`src/rtl/serv_ext_sched.sv`:
```
// Purpose : dispatch SERV extension-port requests to the MDU (unit 0) or FPU (unit 1).
// Latency : legal select 3+N cycles from accept to o_ext_ready (N = unit delay after ISSUE); illegal select 1 cycle.
// Backpressure: one request in flight; a unit valid is held until that unit's ready pulse or TIMEOUT.
//
// Ports:
//   clk, i_rst_n                    - clock, asynchronous active-low reset
//   i_ext_* / o_ext_*               - core side: valid held until the one-cycle o_ext_ready pulse
//   o_mdu_valid / o_fpu_valid       - per-unit request, held until the matching i_*_ready
//   o_unit_funct3/rs1/rs2           - latched operands, shared by both units
//   i_mdu_ready/rd, i_fpu_ready/rd  - unit completion pulse and result
//   o_busy                          - high whenever the scheduler is not IDLE
module serv_ext_sched #(
  parameter int TIMEOUT = 64,
  parameter int TO_W    = 16
) (
  input  logic        clk,
  input  logic        i_rst_n,
  input  logic        i_ext_valid,
  input  logic [1:0]  i_ext_sel,
  input  logic [2:0]  i_ext_funct3,
  input  logic [31:0] i_ext_rs1,
  input  logic [31:0] i_ext_rs2,
  output logic        o_ext_ready,
  output logic [31:0] o_ext_rd,
  output logic        o_ext_err,
  output logic        o_mdu_valid,
  output logic        o_fpu_valid,
  output logic [2:0]  o_unit_funct3,
  output logic [31:0] o_unit_rs1,
  output logic [31:0] o_unit_rs2,
  input  logic        i_mdu_ready,
  input  logic [31:0] i_mdu_rd,
  input  logic        i_fpu_ready,
  input  logic [31:0] i_fpu_rd,
  output logic        o_busy
);

  typedef enum logic [1:0] {IDLE, ISSUE, WAIT, RESP} state_t;

  localparam logic [TO_W-1:0] TO_LAST = TO_W'(TIMEOUT - 1);

  state_t          state_q, state_d;
  logic            unit_q, unit_d;      // 0 = MDU, 1 = FPU
  logic            skip_q, skip_d;      // blocks re-sampling the stale request right after RESP
  logic [TO_W-1:0] cnt_q, cnt_d;
  logic            mdu_vld_q, mdu_vld_d;
  logic            fpu_vld_q, fpu_vld_d;
  logic [2:0]      funct3_q, funct3_d;
  logic [31:0]     rs1_q, rs1_d;
  logic [31:0]     rs2_q, rs2_d;
  logic [31:0]     rd_q, rd_d;
  logic            err_q, err_d;
  logic            rdy_q, rdy_d;

  logic            unit_rdy;
  logic [31:0]     unit_rd;

  // Only the selected unit's handshake is observed; the other one is cross-talk.
  assign unit_rdy = unit_q ? i_fpu_ready : i_mdu_ready;
  assign unit_rd  = unit_q ? i_fpu_rd    : i_mdu_rd;

  always_comb begin
    state_d   = state_q;
    unit_d    = unit_q;
    skip_d    = skip_q;
    cnt_d     = cnt_q;
    mdu_vld_d = mdu_vld_q;
    fpu_vld_d = fpu_vld_q;
    funct3_d  = funct3_q;
    rs1_d     = rs1_q;
    rs2_d     = rs2_q;
    rd_d      = rd_q;
    err_d     = err_q;
    rdy_d     = 1'b0;

    case (state_q)
      IDLE: begin
        skip_d = 1'b0;
        if (i_ext_valid && !skip_q) begin
          funct3_d = i_ext_funct3;
          rs1_d    = i_ext_rs1;
          rs2_d    = i_ext_rs2;
          unit_d   = i_ext_sel[0];
          if (i_ext_sel[1]) begin
            // Illegal select: answer directly with an error, no unit involved.
            state_d = RESP;
            rdy_d   = 1'b1;
            err_d   = 1'b1;
            rd_d    = '0;
          end else begin
            state_d   = ISSUE;
            mdu_vld_d = !i_ext_sel[0];
            fpu_vld_d = i_ext_sel[0];
          end
        end
      end

      ISSUE: begin
        cnt_d   = '0;
        state_d = WAIT;
      end

      WAIT: begin
        cnt_d = cnt_q + TO_W'(1);
        // Ready is checked first so a completion on the timeout cycle still succeeds.
        if (unit_rdy) begin
          rd_d      = unit_rd;
          err_d     = 1'b0;
          rdy_d     = 1'b1;
          mdu_vld_d = 1'b0;
          fpu_vld_d = 1'b0;
          state_d   = RESP;
        end else if (cnt_q == TO_LAST) begin
          rd_d      = '1;
          err_d     = 1'b1;
          rdy_d     = 1'b1;
          mdu_vld_d = 1'b0;
          fpu_vld_d = 1'b0;
          state_d   = RESP;
        end
      end

      RESP: begin
        // Result is only visible during the ready pulse.
        rd_d    = '0;
        err_d   = 1'b0;
        skip_d  = 1'b1;
        state_d = IDLE;
      end

      default: state_d = IDLE;
    endcase
  end

  always_ff @(posedge clk or negedge i_rst_n) begin
    if (!i_rst_n) begin
      state_q   <= IDLE;
      unit_q    <= 1'b0;
      skip_q    <= 1'b0;
      cnt_q     <= '0;
      mdu_vld_q <= 1'b0;
      fpu_vld_q <= 1'b0;
      funct3_q  <= '0;
      rs1_q     <= '0;
      rs2_q     <= '0;
      rd_q      <= '0;
      err_q     <= 1'b0;
      rdy_q     <= 1'b0;
    end else begin
      state_q   <= state_d;
      unit_q    <= unit_d;
      skip_q    <= skip_d;
      cnt_q     <= cnt_d;
      mdu_vld_q <= mdu_vld_d;
      fpu_vld_q <= fpu_vld_d;
      funct3_q  <= funct3_d;
      rs1_q     <= rs1_d;
      rs2_q     <= rs2_d;
      rd_q      <= rd_d;
      err_q     <= err_d;
      rdy_q     <= rdy_d;
    end
  end

  assign o_ext_ready   = rdy_q;
  assign o_ext_rd      = rd_q;
  assign o_ext_err     = err_q;
  assign o_mdu_valid   = mdu_vld_q;
  assign o_fpu_valid   = fpu_vld_q;
  assign o_unit_funct3 = funct3_q;
  assign o_unit_rs1    = rs1_q;
  assign o_unit_rs2    = rs2_q;
  assign o_busy        = (state_q != IDLE);

endmodule

```
`config.mk`:
```
export PLATFORM = sky130hd
export DESIGN_NAME = serv_ext_sched
export DESIGN_NICKNAME = d
export VERILOG_FILES = /design/src/rtl/serv_ext_sched.sv
export SDC_FILE = /design/constraint.sdc
export NUM_CORES = 1
export LEC_CHECK = 0
export BUFFER_PORTS_ARGS = -buffer_cell sky130_fd_sc_hd__buf_4
export CAP_MARGIN = 10
export CORE_ASPECT_RATIO = 0.6
export CORE_UTILIZATION = 46
export DETAILED_ROUTE_END_ITERATION = 12
export GPL_TIMING_DRIVEN = 0
export MAX_ROUTING_LAYER = met4
export PLACE_DENSITY = 0.85
export SYNTH_ARGS = -nofsm -noshare
export SYNTH_HDL_FRONTEND = slang
export SYNTH_SLANG_ARGS = --single-unit
```
`constraint.sdc`:
```
create_clock -name clk -period 2.7 [get_ports clk]
set_input_delay 0.54 -clock clk [delete_from_list [all_inputs] [get_ports clk]]
set_output_delay 0.54 -clock clk [all_outputs]
set_load 0.01 [all_outputs]
```
---- Word-level counts from Yosys, hierarchy flattened ----
Cells that the tools add are included.
word-level totals
  flip-flop bits (word level) ............. 123
  input port bits ......................... 138
  output and inout port bits .............. 104
  word-level logic and storage cells ...... 66
operators by class
  add/subtract/negate cells ............... 1
  eq/ne operators ......................... 8
  mux-type cells .......................... 32
  reduce and logical (&&, ||, !) cells .... 13
operators by type and width
  operator                                                          number
  32-bit 2-to-1 mux                                                 5
  32-bit case mux with 3 select lines                               1
  16-bit case mux with 2 select lines                               1
  16-bit by 1-bit adder with 16-bit output, second input constant   1
  16-bit by 6-bit == test with 1-bit output, second input constant  1
  1-bit 2-to-1 mux                                                  15
  2-bit 2-to-1 mux                                                  4
  1-bit case mux with 2 select lines                                4
  2-bit case mux with 4 select lines                                1
  4-bit AND reduction                                               2
  2-bit nonzero test                                                4
  2-bit != test, second input constant                              3
  2-bit == test, second input constant                              2
  2-bit AND reduction                                               2
  3-bit != test, second input constant                              1
  1-bit case mux with 3 select lines                                1
  3-bit nonzero test                                                1
  2-bit by 1-bit == test with 1-bit output, second input constant   1
  1-bit zero test                                                   2
  2-bit zero test                                                   1
  1-bit logical AND                                                 1

---- Longest topological paths before layout ----
Gate-level depths: netlist of the first run.
  word-level depth ........................ 4
  gate-level depth with buffers ........... 9

---- Least setup slack after synthesis of the first run ----
No wires, ideal clock.
  path type ............................... register to register
  start point ............................. register cnt_q[0]
  end point ............................... register rd_q[10], in the netlist o_ext_rd[10]
  setup time .............................. 0.125 ns
  arrival time ............................ 1.828 ns
  path slack .............................. 0.747 ns
  stages on the path, launching flop included .. 8
  path buffers ............................ 2
  path through ............................ dfrtp_1 > ha_1 > and3_1 > and4_1 > buf_2 > o21ai_4 > buf_6 > mux2_2
between the ends
  cells in the longest elaborated chain, start to end .. 3
ends and longest elaborated chain
  what                                       RTL line  text
  start, declared                            45        logic [TO_W-1:0] cnt_q, cnt_d;
  start signal, assigned                     153       cnt_q <= cnt_d;
  16-bit by 6-bit == test with 1-bit output  113       end else if (cnt_q == TO_LAST) begin
  3-bit != test (no source line)             --
  4-bit AND reduction (no source line)       --
  end signal, assigned                       159       rd_q <= rd_d;
  end, declared                              51        logic [31:0] rd_q, rd_d;
Every way passes these cells.
A chain may end at the register's enable or synchronous reset.

---- Worst setup path after layout of the first run ----
  start point ............................. register state_q[1]
  end point ............................... register rs2_q[23], in the netlist o_unit_rs2[23]
between the ends
  cells in the longest elaborated chain, start to end .. 2
ends and longest elaborated chain
  what                                  RTL line  text
  start, declared                       42        state_t state_q, state_d;
  start signal, assigned                150       state_q <= state_d;
  2-bit zero test                       76        case (state_q)
  2-bit AND reduction (no source line)  --
  end signal, assigned                  158       rs2_q <= rs2_d;
  end, declared                         50        logic [31:0] rs2_q, rs2_d;
Every way passes these cells.

==> metrics, run 1 <==
CP endpoint kind=register; Die Y=87.1 µm; post-DP HPWL=11700 µm; post-route minimum period=2.49 ns; Most used DFF post-synth=dfrtp_1; vias per cell=5.19; drt pass-1 iters=5; Clk Latency, worst-skew pair=0.41 ns; area of the die=12500 µm²; run status=finished clean; ANT nets after route=0; final hold vios=0; clock share of power=23.0%; routed wire length=16100 µm; Slew @ Worst Pin=0.845 ns; Yosys reg bits=123; grt total ovfl=0; Clock Sinks=123; Worst Path Max Fanout=10; PwrDens=1150 nW/µm²; GP Congestion=0.868; Core Rows=30; RSZ-0062 raised after global routing=false; area post-placement=7600 µm²; final setup TNS=0 ns; Rel. slew slack=43.2%; clk_skew=0.0112 ns; LEAKAGE=4.35 nW; Yosys top cell by area=dfrtp_1; NetSw=0.00354 W; DRC viols=0; Yosys warning count=0; initial antenna violation count=0; CTS tree=built; io pins=242; TritonCTS Buffers=17; final critical-path share of the clock period=92.1%; syn avg cell area=9.72 µm²; Max Slew Vio Count=0; syn_nets=714; Switching Fraction=37.7%; sequential power share=31.4%; DR iter-0 viols=378; hold bufs inserted after CTS=0; critical path startpoint category=register; gr usage total=27.8%; Post-synth EDFFs=0; max_cap viols=0; vias in the first global route=5321; CP required=3.04 ns; Int Pwr=0.00584 W; critical path's slowest cell=dfrtp_1; first-pass GRT wire length=25900 µm; post-cts repair resize count=0; CORE AREA=11500 µm²; CTS H-tree depth=4; Die Wd=144 µm; post-route cell area=8170 µm²; ys async rst share=100%; Yosys top cell area share=55.4%; root buffer cell=clkbuf_16; worst path buffer plus inverter count=5; largest net degree at the start of global routing=94; n_diodes=0; Mapped Cells=572; synth top area cells=dfrtp_1, nand2_1, mux2_2, mux2i_1, a21oi_1; CTS clk-pin slew, worst paths=0.06 ns; share of cells above drive strength 1=37.7%; Worst EP arrival=2.82 ns; Starting Density=48.2%; # nets final=975; peak supply drop=0.601 mV; crit path cell chain=inv_1 > ha_1 > clkbuf_1 > and3b_1 > clkbuf_1 > buf_2 > buf_1 > nand2_1 > nand2_1; Gate power share=45.6%; WS Path Type=reg -> reg; post-CTS setup buffers=0; Synth Cell Area=5560 µm²; final setup fails=0; sequential area share after synthesis=55.4%; Top delay family on crit path=buffers and inverters; Wirelength per Cell=16.0 µm; vias=5223; clk buf depth=2; port bufs=241; Yosys cell types=41; CP max stage delay=0.42 ns; FMAX=402 MHz; Fill cells=832; HP Class=in -> async; Layout area overhead=46.9%
==> state kept, by name (all words and copies together), names as in the netlist, 2 cells and up <==
name	cells
o_unit_rs2	32
o_ext_rd	32
o_unit_funct3	3
cnt_q	16
state_q	2
o_unit_rs1	32
==> routing by layer <==
metal	vias up	GRT usage, %	wire, µm
li1	2416	-	-
met1	2565	34.7	6750
met2	213	44.9	8000
met3	29	5.55	959
met4	0	10.4	341
met5	-	-	0
==> layout make-up <==
class | count | area, µm² | area share, %
flip-flops and latches | 123 | 3080 | 37.7
repair buffers | 242 | 1840 | 22.5
clock inverters | 14 | 139 | 1.70
inverters | 8 | 30.0 | 0.368
plain buffers | 33 | 151 | 1.85
multi-input cells | 408 | 2300 | 28.1
clock buffers | 18 | 429 | 5.26
well taps | 160 | 200 | 2.45
==> Yosys cell counts, types with 2 or more instances <==
| cell | instances |
|---|---|
| a21o_1 | 3 |
| a21oi_1 | 37 |
| a31o_2 | 2 |
| and4_1 | 3 |
| buf_1 | 4 |
| buf_2 | 4 |
| buf_6 | 3 |
| clkbuf_1 | 22 |
| dfrtp_1 | 123 |
| ha_1 | 4 |
| inv_1 | 7 |
| mux2_2 | 33 |
| mux2i_1 | 36 |
| nand2_1 | 221 |
| nand2b_1 | 4 |
| nand3_1 | 7 |
| nand3b_1 | 2 |
| nor2_1 | 10 |
| nor3_1 | 4 |
| nor4_1 | 7 |
| o21ai_0 | 11 |
| o2bb2ai_1 | 2 |
| or3_1 | 2 |
| xnor2_1 | 4 |
==> power groups by stage <==
stage               Sequential (W)  Combinational [W]  Clock (W)
CTS                        0.00294            0.00428    0.00219
detailed placement         0.00296            0.00424          0
global route               0.00303            0.00469    0.00226
finish                     0.00294            0.00428    0.00216
global placement           0.00291            0.00405          0
floorplan                  0.00322            0.00211          0
==> cells in the final DEF (no fill, tap or decap), types with 2 or more instances in the layout <==
cell type / count
o21ai_0: 11
dfrtp_1: 123
or3_1: 2
nor3_1: 4
o2bb2ai_1: 2
xnor2_1: 4
clkinvlp_4: 3
inv_6: 3
clkbuf_1: 23
buf_4: 240
inv_1: 7
nor4_1: 7
a21o_1: 3
nand3b_1: 2
buf_6: 4
nand2_1: 221
a31o_2: 2
and4_1: 3
buf_1: 4
ha_1: 4
nand3_1: 7
nand2b_1: 4
clkbuf_16: 17
a21oi_1: 37
nor2_1: 10
clkinv_4: 5
buf_2: 4
mux2i_1: 36
mux2_2: 33
==> final timing paths <==
kind / from / endpoint / slack, ns / cells past startpoint
worst max-delay path: state_q[1] / o_unit_rs2[23] / 0.21 / 9
worst min-delay path: i_rst_n / o_unit_rs1[12] / 0.01 / 1
worst max register to register: state_q[1] / o_unit_rs2[23] / 0.21 / 9
worst min register to register: o_unit_rs1[5] / o_unit_rs1[5] / 0.48 / 2
max in group asynchronous: i_rst_n / o_ext_rd[27] / 1.95 / 2
min in group clk: i_ext_rs1[3] / o_unit_rs1[3] / 0.32 / 3
==> cell families (layout without fill, tap and decap cells) <==
group	after synthesis	in the layout	synth area share (%)
muxes	70	70	13.4
DFF	123	123	55.4
AOI/OAI and AO/OA	64	64	6.75
and+or+nand+nor	266	266	19.6
adders and majority gates	4	4	0.901
buffers and inverters	41	315	3.26
xor gates and xnor gates	4	4	0.630
==> worst reg2reg max path: cells and delay by family (launching register included) <==
family	cells	cell delay [ns]
buffers and inverters	5	1.44
and+or+nand+nor	3	0.44
DFF	1	0.42
adders and majority gates	1	0.13
==> per-stage QoR <==
step                power [W]  setup slack, ns  util, %  cells  hold WS [ns]
finish                0.00938            0.214     70.9   1006        0.0144
global route          0.00998           0.0437     70.9   1006        0.0259
CTS                   0.00940            0.222     70.9   1006        0.0160
detailed placement    0.00720            0.303     65.9    974         0.441
global placement      0.00696            0.392     65.7    973         0.459
floorplan             0.00533            0.747        -    572         0.244
No activity file was read; power rests on OpenSTA's default activity.
==> run 2: changes to the inputs <==
Settings changed: CORE_ASPECT_RATIO 0.6 to 1.5, SKIP_LAST_GASP set to 1.
==> metrics, run 2 (same netlist as run 1, synthesis figures left out) <==
final worst-path setup slack=0.297 ns (+0.0825 ns); vias in the first global route=5142 (-3.4%); clk buf depth=2 (unchanged); Max Slew Vio Count=0 (unchanged); Top delay family on crit path=buffers and inverters; Worst Path Max Fanout=10 (unchanged); Wirelength per Cell=15.5 µm (-2.9%); PwrDens=1140 nW/µm² (-0.41%); max_cap viols=0 (unchanged); final hold vios=0 (unchanged); vias=5042 (-3.5%); root buffer cell=clkbuf_16; crit path cell chain=inv_1 > ha_1 > clkbuf_1 > nand3b_1 > clkbuf_1 > clkbuf_1 > nand2_1 > nand2_1; post-CTS setup buffers=0 (unchanged); WL met2=8270 µm (+3.4%); TritonCTS Buffers=17 (unchanged); max layer used=met4; commonest non-fill, non-tap cell in the layout=buf_4; worst path buffer plus inverter count=4 (-1); Worst path most repeated cell=clkbuf_1; hold bufs inserted after CTS=0 (unchanged); RSZ-0062 raised after global routing=false; io pins=242 (unchanged); FMAX=416 MHz (+3.4%); WS Path Type=reg -> reg; area of the die=12500 µm² (about the same); final critical-path share of the clock period=89.0% (-3.1 points); DR iter-0 viols=280 (-26%); routed wire length=15400 µm (-4.0%); run status=finished clean; share of cells above drive strength 1=37.5% (-0.19 points); Starting Density=47.7% (-0.53 points); n_diodes=0 (unchanged); initial antenna violation count=0 (unchanged); largest net degree at the start of global routing=65 (-31%); GP Congestion=0.878 (+1.1%); DRC viols=0 (unchanged); final setup TNS=0 ns (unchanged); CP max stage delay=0.48 ns (+0.06 ns); CORE AREA=11700 µm² (+1.1%); clk_skew=0.00913 ns (-0.00210 ns); pre-CTS WS=0.244 ns (-0.0592 ns); LEAKAGE=4.36 nW (+0.41%); CTS clk-pin slew, worst paths=0.05 ns (about the same); Clock Sinks=123 (unchanged); critical path startpoint category=register; wire length on met1=5700 µm (-16%); post-route minimum period=2.40 ns (-0.0825 ns); # nets final=975 (unchanged); grt total ovfl=0 (unchanged); post-cts repair resize count=0 (unchanged); Die Y=137 µm (+57%); Clk Latency, worst-skew pair=0.40 ns (about the same); Die Wd=91.8 µm (-36%); port bufs=241 (unchanged); CTS H-tree depth=4 (unchanged); Core Rows=48 (+60%); ANT nets after route=0 (unchanged); drt pass-1 iters=4 (-1); DR WL met3=984 µm (+2.6%); critical path's slowest cell=clkbuf_1; Slew @ Worst Pin=0.786 ns (-0.0594 ns); Layout area overhead=46.6%; most frequent cells in the layout=buf_4, nand2_1, dfrtp_1; Worst EP arrival=2.74 ns (-0.08 ns); CP endpoint kind=register; Rel. slew slack=47.6% (+4.4 points); gr usage total=25.9% (-1.9 points); post-DP HPWL=11600 µm (-1.2%); peak supply drop=0.672 mV (+12%); first-pass GRT wire length=24200 µm (-6.6%); final setup fails=0 (unchanged); CP required=3.04 ns (about the same); HP Class=in -> async; CTS tree=built; vias per cell=5.07 (-2.4%)
-- run 2: cell count changes in the layout (fill, tap and decap cells not counted), sizes merged --
cell and change:
buf -2, inv -4, clkinvlp -3, bufinv +1, clkbuf +7
-- run 2: final timing paths --
check / start / to / slack [ns] / cells past startpoint
max: state_q[1] / o_unit_rs2[22] / 0.30 / 8
min: i_rst_n / o_ext_rd[15] / 0.11 / 1
max reg2reg: state_q[1] / o_unit_rs2[22] / 0.30 / 8
min reg2reg: o_unit_rs2[31] / o_unit_rs2[31] / 0.47 / 2
max in group asynchronous: i_rst_n / o_unit_rs2[25] / 1.88 / 2
min in group clk: i_ext_rs2[0] / o_unit_rs2[0] / 0.32 / 3
-- run 2: routing by layer --
metal	global-route usage, %	up-vias
met4	11.4	0
met3	6.39	32
met2	47.1	206
met1	26.3	2385
li1	-	2419
met5	-	-
-- run 2: report_power, final --
part / switching [W] / internal [W]
logic: 0.00220 / 0.00201
registers: 0.000393 / 0.00256
clock network: 0.000770 / 0.00139
total: 0.00337 / 0.00596
-- run 2: per-stage QoR --
stage / cells / util (%) / cell area (µm²) / hold slack, ns / total power, W
floorplan: 572 / - / 5560 / 0.244 / 0.00533
global placement: 963 / 64.8 / 7550 / 0.459 / 0.00704
detailed placement: 964 / 65.1 / 7590 / 0.464 / 0.00720
CTS: 995 / 69.9 / 8150 / 0.127 / 0.00941
global route: 995 / 70.0 / 8150 / 0.157 / 0.00990
finish: 995 / 70.0 / 8150 / 0.113 / 0.00932
-- run 2: worst reg2reg max path: cells and delay by family, from the launching register on --
kind / cells / cell delay (ns)
adders and majority gates: 1 / 0.19
buffers and inverters: 4 / 1.16
DFF: 1 / 0.41
and+or+nand+nor: 3 / 0.57
-- run 2: cell type report --
class	count	area, µm²
inverter	8	30.0
timing repair buffer	242	1840
tap	150	188
multi-input combinational	408	2300
clock inverter	8	93.8
fill	954	3500
sequential	123	3080
clock buffer	23	468
buffer	33	154
==> run 3: changes to the inputs <==
Settings changed: CORE_UTILIZATION 46 to 43, PLACE_DENSITY 0.85 to 0.83.
Clock period 2.7 ns to 2 ns, I/O delays scaled along.
==> metrics, run 3 (same netlist as run 1, synthesis figures left out) <==
run status=finished, violations left; violated checks=setup timing; worst path buffer plus inverter count=4 (unchanged); drt pass-1 iters=4 (unchanged); clk_skew=0.0105 ns (+0.00134 ns); fin cells=1015 (+2.0%); hold depth=3; M3 GR Usage=5.88% (-0.51 points); LEAKAGE=4.52 nW (+3.6%); port bufs=241 (unchanged); share of cells above drive strength 1=40.2% (+2.6 points); clk buf depth=2 (unchanged); area post-placement=7590 µm² (about the same); Switching Fraction=36.5% (+0.35 points); post-route minimum period=2.05 ns (-0.356 ns); Clock Sinks=123 (unchanged); grt met1 use=24.1% (-2.2 points); CP required=2.29 ns (-0.75 ns); worst hold path startpoint=i_ext_rs1[14]; Clk Latency, worst-skew pair=0.41 ns (about the same); WS Path Type=reg -> reg; Rel. slew slack=48.9% (+1.3 points); final critical-path share of the clock period=102% (+13 points); Layout area overhead=51.9%; Worst path most repeated cell=buf_6; TritonCTS Buffers=17 (unchanged); final worst-path setup slack=-0.0470 ns (-0.344 ns); FF-to-FF Start=unit_q; sequential power share=29.6% (-2.0 points); gr usage total=23.7% (-2.2 points); Worst EP arrival=2.33 ns (-0.41 ns); PwrDens=1590 nW/µm² (+39%); Worst Path Max Fanout=7 (-3); final setup TNS=-0.257 ns (-0.257 ns); GP Congestion=0.826 (-5.9%); Int Pwr=0.00854 W (+43%); final hold vios=0 (unchanged); Slew @ Worst Pin=0.767 ns (-0.0193 ns); Die Y=141 µm (+3.4%); Storage cell area=3080 µm² (unchanged); vias=5120 (+1.5%); ANT nets after route=0 (unchanged); CTS tree=built; area of the die=13400 µm² (+6.8%); Fill cells=962 (+0.84%); crit path cell chain=buf_6 > mux2_4 > or2_4 > o21ai_4 > buf_12 > buf_6 > buf_6 > mux2_4; CP endpoint kind=register; Inst Count DP=970 (+0.62%); Crit. Startpoint=unit_q; most frequent cells in the layout=buf_4, nand2_1, dfrtp_1; Top delay family on crit path=multiplexers; Multi-input gate area=2380 µm² (+3.8%); Wirelength per Cell=15.5 µm (about the same); first-pass GRT wire length=23500 µm (-2.8%); CORE AREA=12500 µm² (+7.4%); M2 GR Usage=42.6% (-4.5 points); Hold Path End=o_unit_rs1[14]; max_cap viols=0 (unchanged); commonest non-fill, non-tap cell in the layout=buf_4; io pins=242 (unchanged); vias per cell=5.04 (-0.45%); R2R Path End=o_ext_rd[8]; internal reg-to-reg setup slack=-0.05 ns (-0.34 ns); clock share of power=22.9% (-0.3 points); Reg2Reg Depth=8 (unchanged); vias in the first global route=5101 (-0.80%); Gate power share=47.5% (+2.3 points); CTS clk-pin slew, worst paths=0.06 ns (about the same); critical path's slowest cell=dfrtp_1; initial antenna violation count=0 (unchanged); # nets final=988 (+1.3%); DRC viols=0 (unchanged); Die Wd=94.8 µm (+3.4%); most used routing layer=met2; critical path startpoint category=register; final setup fails=10 (+10); Max Slew Vio Count=0 (unchanged); DR iter-0 viols=243 (-13%); n_diodes=0 (unchanged); Starting Density=44.4% (-3.3 points); largest net degree at the start of global routing=93 (+43%); HP Class=in -> reg; Core Rows=50 (+4.2%); routed wire length=15700 µm (+1.9%); peak supply drop=0.859 mV (+28%); post-DP HPWL=11100 µm (-4.1%); RSZ-0062 raised after global routing=true; worst hold slack=0.173 ns (+0.0599 ns); NetSw=0.00490 W (+45%); post-route cell area=8440 µm² (+3.6%); FMAX=489 MHz (+17%); grt total ovfl=0 (unchanged); CP max stage delay=0.37 ns (-0.11 ns); root buffer cell=clkbuf_16; CTS H-tree depth=4 (unchanged); total power=0.0134 W (+44%)
==> run 3: changes by cell type in the layout (fill, tap and decap cells not counted), sizes merged <==
| cell | change |
|---|---|
| buf | +15 |
| dlygate4sd3 | +1 |
| inv | +6 |
| clkbuf | -9 |
| clkinvlp | +1 |
==> run 3: layer usage <==
layer | wire (µm) | share of wire (%)
met1 | 5670 | 36
met2 | 8640 | 55
met3 | 1090 | 6.9
met4 | 315 | 2.0
met5 | 0 | 0
==> run 3: tightest hold or removal path, cell delays in order <==
cell and delay (ns):
buf_4 0.07, nand2_1 0.04, nand2_1 0.04
==> run 3: cell type report <==
| class | count | area share (%) |
|---|---|---|
| sequential | 123 | 36.5 |
| multi-input combinational | 408 | 28.2 |
| timing repair buffer | 259 | 24.0 |
| clock buffer | 17 | 5.04 |
| tap | 156 | 2.31 |
| clock inverter | 15 | 1.94 |
| buffer | 29 | 1.67 |
| inverter | 8 | 0.356 |
==> run 3: power by group through the flow <==
stage                     logic [W]  clock network (W)  registers [W]
after floorplan             0.00285                  0        0.00435
after global placement      0.00552                  0        0.00395
after detailed placement    0.00569                  0        0.00399
after CTS                   0.00583            0.00312        0.00397
after global routing        0.00690            0.00322        0.00407
final                       0.00638            0.00308        0.00398
==> run 3: repair_timing <==
item,CTS,global route
hold buffers,1,0
gates cloned,1,2
setup endpoints to repair,100,41
buffers inserted,5,9
hold endpoints to repair,31,0
pin swaps,2,2
gates resized for setup,9,27
==> run 3: how the worst max path moves through the flow <==
stage,endpoint,slack [ns],cells past startpoint
after floorplan,o_ext_rd[10],0.05,7
after global placement,o_ext_ready,-0.40,9
after detailed placement,o_ext_ready,-0.47,9
after CTS,o_ext_rd[15],-0.09,7
after global routing,o_ext_rd[6],-0.07,8
final,o_ext_rd[8],-0.05,8
==> run 3: per-stage QoR <==
step / utilization, % / setup slack, ns
floorplan: - / 0.0469
detailed placement: 60.7 / -0.469
global route: 67.5 / -0.0750
CTS: 66.0 / -0.0947
finish: 67.5 / -0.0470
global placement: 60.4 / -0.399
